[config.mk]
export PLATFORM = sky130hd
export DESIGN_NAME = map_scroller
export DESIGN_NICKNAME = d
export VERILOG_FILES = /design/src/rtl/map_scroller.sv
export SDC_FILE = /design/constraint.sdc
export NUM_CORES = 1
export LEC_CHECK = 0
export CAP_MARGIN = 20
export CORE_MARGIN = 1.5
export CORE_UTILIZATION = 50
export DETAILED_ROUTE_END_ITERATION = 6
export DONT_BUFFER_PORTS = 1
export SYNTH_ARGS = -nofsm -noshare
export SYNTH_HDL_FRONTEND = slang
export SYNTH_SLANG_ARGS = --single-unit
[constraint.sdc]
create_clock -name Clk -period 10.95 [get_ports Clk]
set_input_delay 2.19 -clock Clk [delete_from_list [all_inputs] [get_ports Clk]]
set_output_delay 2.19 -clock Clk [all_outputs]
set_load 0.01 [all_outputs]
[src/rtl/map_scroller.sv]
// map_scroller
//   Two-axis scrolling background window. Scroll offsets move once per
//   frame from the current keycode, are shadow-latched when DrawY returns
//   to 0 (so a frame never tears), and every pixel inside the window gets
//   a registered ROM address computed without a multiplier.
//
//   Optional build macro: MAP_SCROLL_WRAP_EN
//     defined   -> horizontal offset wraps modulo MAP_W, and the column
//                  wraps back into the map image
//     undefined -> horizontal offset clamps to MAP_W-WIN_W
//   The vertical offset always clamps to MAP_H-WIN_H.
//
// Ports
//   Clk          system clock (50 MHz)
//   Reset        synchronous, active-high
//   frame_clk    vsync-rate frame clock (edge-detected internally)
//   status       game state; the window shows only at ACTIVE_STATUS
//   keycode      current keycode (KEY_L/KEY_R/KEY_U/KEY_D scroll)
//   DrawX/DrawY  current pixel coordinates
//   is_map       pixel lies inside the map window (1 Clk latency)
//   map_address  ROM address for the pixel (1 Clk latency)
//   scroll_x/y   live scroll offsets
module map_scroller #(
  parameter int          WIN_X0        = 130,
  parameter int          WIN_Y0        = 180,
  parameter int          WIN_W         = 510,
  parameter int          WIN_H         = 120,
  parameter int          MAP_W         = 750,
  parameter int          MAP_H         = 240,
  parameter int          STEP          = 1,
  parameter logic [3:0]  ACTIVE_STATUS = 4'd3,
  parameter logic [7:0]  KEY_L         = 8'h04,
  parameter logic [7:0]  KEY_R         = 8'h07,
  parameter logic [7:0]  KEY_U         = 8'h1A,
  parameter logic [7:0]  KEY_D         = 8'h16,
  parameter int          ADDR_W        = 20
) (
  input  logic              Clk,
  input  logic              Reset,
  input  logic              frame_clk,
  input  logic [3:0]        status,
  input  logic [7:0]        keycode,
  input  logic [9:0]        DrawX,
  input  logic [9:0]        DrawY,
  output logic              is_map,
  output logic [ADDR_W-1:0] map_address,
  output logic [9:0]        scroll_x,
  output logic [9:0]        scroll_y
);

  localparam logic [9:0] STEP_V  = 10'(STEP);
  localparam logic [9:0] MAX_Y_V = 10'(MAP_H - WIN_H);
`ifdef MAP_SCROLL_WRAP_EN
  // scroll_x >= MAP_W-STEP is exactly the case where a right step wraps
  localparam logic [9:0]  WRAP_BACK = 10'(MAP_W - STEP);
  localparam logic [10:0] MAP_W_COL = 11'(MAP_W);
`else
  localparam logic [9:0] MAX_X_V = 10'(MAP_W - WIN_W);
`endif
  localparam logic [9:0] X_LO = 10'(WIN_X0);
  localparam logic [9:0] X_HI = 10'(WIN_X0 + WIN_W);
  localparam logic [9:0] Y_LO = 10'(WIN_Y0);
  localparam logic [9:0] Y_HI = 10'(WIN_Y0 + WIN_H);
  localparam logic [ADDR_W-1:0] ROW_PITCH = ADDR_W'(MAP_W);

  logic              frame_d, fe;
  logic [9:0]        sx_next, sy_next, dy;
  logic              y_down, y_up;
  logic [ADDR_W-1:0] ybase, dy_mul;
  logic [9:0]        prev_y, sx_s;
  logic [ADDR_W-1:0] yb_s, row_base;
  logic              y_changed, in_window;
  logic [10:0]       col_raw, col;

  // d*MAP_W as a constant shift-add: one shifted copy of d per set bit of MAP_W
  function automatic logic [ADDR_W-1:0] times_map_w(input logic [9:0] d);
    logic [ADDR_W-1:0] acc;
    acc = '0;
    for (int i = 0; i < ADDR_W; i++)
      if (ROW_PITCH[i]) acc = acc + (ADDR_W'(d) << i);
    return acc;
  endfunction

  // Next scroll offsets. Clamps compare against the remaining headroom so
  // nothing ever underflows; dy is the delta actually applied to scroll_y.
  always_comb begin
    sx_next = scroll_x;
    sy_next = scroll_y;
    dy      = '0;
    y_down  = 1'b0;
    y_up    = 1'b0;
    if (fe) begin
      if (keycode == KEY_R) begin
`ifdef MAP_SCROLL_WRAP_EN
        sx_next = (scroll_x >= WRAP_BACK) ? scroll_x - WRAP_BACK : scroll_x + STEP_V;
`else
        sx_next = ((MAX_X_V - scroll_x) < STEP_V) ? MAX_X_V : scroll_x + STEP_V;
`endif
      end else if (keycode == KEY_L) begin
`ifdef MAP_SCROLL_WRAP_EN
        sx_next = (scroll_x < STEP_V) ? scroll_x + WRAP_BACK : scroll_x - STEP_V;
`else
        sx_next = (scroll_x < STEP_V) ? 10'd0 : scroll_x - STEP_V;
`endif
      end else if (keycode == KEY_D) begin
        dy      = ((MAX_Y_V - scroll_y) < STEP_V) ? (MAX_Y_V - scroll_y) : STEP_V;
        sy_next = scroll_y + dy;
        y_down  = 1'b1;
      end else if (keycode == KEY_U) begin
        dy      = (scroll_y < STEP_V) ? scroll_y : STEP_V;
        sy_next = scroll_y - dy;
        y_up    = 1'b1;
      end
    end
  end

  assign dy_mul = times_map_w(dy);

  // Frame edge detect and live offsets; ybase stays equal to scroll_y*MAP_W
  always_ff @(posedge Clk) begin
    if (Reset) begin
      frame_d  <= 1'b0;
      fe       <= 1'b0;
      scroll_x <= '0;
      scroll_y <= '0;
      ybase    <= '0;
    end else begin
      frame_d  <= frame_clk;
      fe       <= frame_clk & ~frame_d;
      scroll_x <= sx_next;
      scroll_y <= sy_next;
      if (y_down)
        ybase <= ybase + dy_mul;
      else if (y_up)
        ybase <= ybase - dy_mul;
    end
  end

  assign y_changed = (DrawY != prev_y);
  assign in_window = (DrawX >= X_LO) && (DrawX < X_HI) &&
                     (DrawY >= Y_LO) && (DrawY < Y_HI) &&
                     (status == ACTIVE_STATUS);

  // Column inside the map image for the current pixel
  always_comb begin
    col_raw = {1'b0, DrawX - X_LO} + {1'b0, sx_s};
`ifdef MAP_SCROLL_WRAP_EN
    col = (col_raw >= MAP_W_COL) ? col_raw - MAP_W_COL : col_raw;
`else
    col = col_raw;
`endif
  end

  // Shadow latch at frame start, row base stepping, and the output register.
  // On the first Clk of a new row the output still sees the old row_base;
  // the second Clk of the pixel carries the correct address.
  always_ff @(posedge Clk) begin
    if (Reset) begin
      prev_y      <= '0;
      sx_s        <= '0;
      yb_s        <= '0;
      row_base    <= '0;
      is_map      <= 1'b0;
      map_address <= '0;
    end else begin
      prev_y <= DrawY;
      if (y_changed && (DrawY == 10'd0)) begin
        sx_s <= scroll_x;
        yb_s <= ybase;
      end
      if (y_changed && (DrawY == Y_LO))
        row_base <= yb_s;
      else if (y_changed && (DrawY > Y_LO) && (DrawY < Y_HI))
        row_base <= row_base + ROW_PITCH;
      if (in_window) begin
        is_map      <= 1'b1;
        map_address <= row_base + ADDR_W'(col);
      end else begin
        is_map      <= 1'b0;
        map_address <= '0;
      end
    end
  end

endmodule

==> impl_metrics.ini, run 1 <==
[synth]
synth-edff-count = 0
synth_area_mm2 = 0.00943
yosysSeqAreaShare = 0.255
async_flop_share = 0
ys_types = 64
yosysWarnings = 0
syn_avg_cell_area_um2 = 7.88
synthFlopType = dfxtp_1
synth_seq_cells = 120
synthCells = 1196

[critical_path]
cp_top_family = adder cells
path_common_cell = fa_1
end_kind = register
required_ns = 11.28
path_cells = or3_1 -> nor3_1 -> and3_1 -> and2_0 -> inv_1 -> fa_1 -> fa_1 -> inv_1 -> fa_1 -> fa_1 -> ha_1 -> and3_1 -> a2111o_1 -> xor2_1 -> xnor2_1 -> ha_1 -> a211oi_1 -> o311ai_0 -> and4_1 -> a2111oi_0 -> a21oi_1 -> xnor2_1 -> o31ai_1
cp.arrival_ns = 9.89
start_kind = input pin
cp_num_buf_inv = 2
crit_fanout = 10
critPathSlowestCell = a2111oi_0
crit_type = input pin to register
cpPeakStageDelay_ns = 0.60

[route]
drc = 0
viasPerCell = 5.30
firstDrtPassIters = 5
wirelength_mm = 19.4
vias = 7687
wl_per_cell_um = 13.4
ant_nets = 0
drt_iter0_drc = 331

[global_route]
grt_pass1_wl_mm = 34.1
grtUsageTotal = 0.209
antenna_found_initial = 0
grt_pass1_vias = 7315
grt_overflow = 0
grt_max_degree = 101

[clock_network]
numClockSinks = 120
clk_path_buf_depth = 2
numCtsBuffers = 17
cts_tree = done
path_clk_slew_ns = 0.06
h-tree-depth = 4
cts_setup_buffers = 0
cts_hold_buf = 0
post_cts_resized = 0
clockRootBuffer = clkbuf_16
clock_latency_ns = 0.42

[sta]
setup_viol = 0
fin_crit_sh = 0.873
slew_headroom = 0.490
worst_slack_ns = 1.39
drv_slew = 0
final-hold-violation-count = 0
fin_skew_ns = 0.0125
grt_setup_unrepaired = no
worst_pin_slew_ns = 0.757
fin_crit_ns = 9.56
fmax_mhz = 105
whs_ns = 0.391
fin_setup_tns_ns = 0

[placed_design]
portBuffers = 0
dpl_worst_slack_ns = 0.965
placed_area_mm2 = 0.00970
gp_congestion = 0.869
detailed_place_hpwl_mm = 14.7

[pwr]
p_clk_frac = 0.307
switching_share = 0.369
p_leak_nw = 4.50
power_density_mw_per_mm2 = 176
combPwrFrac = 0.447
p_int_mw = 1.14
seq_power_share = 0.245
ir_worst_vdd_mv = 0.116
p_sw_mw = 0.668

[floorplan]
fp.dieH_um = 140
dieArea_mm2 = 0.0197
num_rows = 50
coreArea_mm2 = 0.0186
start_util = 0.507
die_w_um = 140
io_pins = 76

[finish]
final_area_mm2 = 0.0103
layout.cells.most_common = nand2_1
layout_common_cells = nand2_1 (132), a21oi_1 (126), dfxtp_1 (120), inv_1 (104), nor2_1 (103)
finalNetCount = 1367
utilization = 0.554
area_growth_pct = 9.20
layout-drive-gt1-share = 0.0444
fillers = 1781
antenna_cells = 0

[flow_run]
cap_violations = 0

[outcome]
status = completed

[min_path]
worstHoldPathType = register to register
## through the flow
step	total power [mW]	std cells
2_1_floorplan	1.14	1233
3_3_place_gp	1.21	1418
3_5_place_dp	1.22	1418
4_1_cts	1.78	1450
5_1_grt	1.96	1450
6_report	1.81	1450
## worst reg2reg max path: cells and delay by family (launching register included)
family | cells | cell delay (ns)
adders and majority gates | 6 | 2.74
AOI/OAI and AO/OA | 9 | 2.58
and+or+nand+nor | 7 | 1.63
xor gates and xnor gates | 3 | 0.48
DFF | 1 | 0.40
buffers and inverters | 3 | 0.30
## routing by layer
| metal | wire, um | global-route usage | vias up |
|---|---|---|---|
| met5 | 0 | 0 | - |
| met4 | 198 | 0.0609 | 0 |
| met1 | 9590 | 0.279 | 3498 |
| met2 | 9070 | 0.353 | 98 |
| li1 | - | - | 4072 |
| met3 | 533 | 0.0308 | 19 |
## final timing paths
path                                          startpoint                endpoint  slack [ns]  depth (start not counted)
worst min register to register        frame_d$_SDFF_PP0_           fe$_SDFF_PP0_        0.39                          1
worst max register to register  scroll_y[0]$_SDFFE_PP0P_  ybase[18]$_SDFFE_PP0P_        2.75                         28
worst max-delay path                          keycode[5]  ybase[18]$_SDFFE_PP0P_        1.39                         23
worst min-delay path                  frame_d$_SDFF_PP0_           fe$_SDFF_PP0_        0.39                          1
## power groups by stage
stage / registers, mW / clock network, mW / logic [mW]
detailed placement: 0.454 / 0 / 0.766
floorplan: 0.453 / 0 / 0.688
global placement: 0.454 / 0 / 0.759
CTS: 0.444 / 0.568 / 0.768
global route: 0.444 / 0.589 / 0.927
finish: 0.444 / 0.555 / 0.810
## Yosys cell counts, drive strengths merged (4+ instances only)
cell,count,area (um2)
nand4,10,62.6
o31ai,7,52.6
nor2b,21,131
a211oi,22,165
ha,85,1060
xor2,43,377
a31oi,6,37.5
buf,4,18.8
fa,44,881
and3,14,87.6
nor4,8,50.1
a22oi,6,45.0
nor4b,4,35.0
nand2,132,495
dfxtp,120,2400
xnor2,43,377
o21ai,78,390
nand3,26,130
or3,9,56.3
inv,104,390
nand2b,7,43.8
nor3,23,115
nor2,104,390
a21o,23,175
or2,6,37.5
a21oi,126,631
o211ai,6,45.0
and2,6,37.5
o21bai,5,37.5
mux2i,8,80.1
clkbuf,52,195
## cell type report
type,count,area (um2),share of cell area
multi-input cells,953,6570,0.638
flip-flops and latches,120,2400,0.233
clock buffers,19,443,0.0430
inverters,104,390,0.0379
well taps,234,293,0.0284
clock inverters,13,145,0.0141
repair buffers,7,52.6,0.00511
## state kept, by name, summed over array words and instances (netlist names)
| name | flops |
|---|---|
| fe | 1 |
| frame_d | 1 |
| is_map | 1 |
| map_address | 20 |
| prev_y | 10 |
| row_base | 19 |
| scroll_x | 10 |
| scroll_y | 10 |
| sx_s | 10 |
| yb_s | 19 |
| ybase | 19 |
## cells by family (layout without fill, tap and decap cells)
group	after synthesis	after routing	synth area share
xor gates and xnor gates	87	87	0.0823
other	2	39	0.000797
AOI/OAI and AO/OA	307	307	0.194
DFF	120	120	0.255
adders and majority gates	129	129	0.206
buffers and inverters	160	143	0.0641
muxes	9	9	0.00969
and+or+nand+nor	382	382	0.188
Note: power is estimated with default switching activity, not from simulation.
==> inputs of run 2 (changes only) <==
--- a/config.mk
+++ b/config.mk
@@ -10,6 +10,8 @@
 export CORE_UTILIZATION = 50
 export DETAILED_ROUTE_END_ITERATION = 6
 export DONT_BUFFER_PORTS = 1
+export HOLD_SLACK_MARGIN = 0.15
+export SLEW_MARGIN = 20
 export SYNTH_ARGS = -nofsm -noshare
 export SYNTH_HDL_FRONTEND = slang
 export SYNTH_SLANG_ARGS = --single-unit
==> results of run 2 <==
Same layout as run 1: the final DEF is identical, and so are final timing and power.
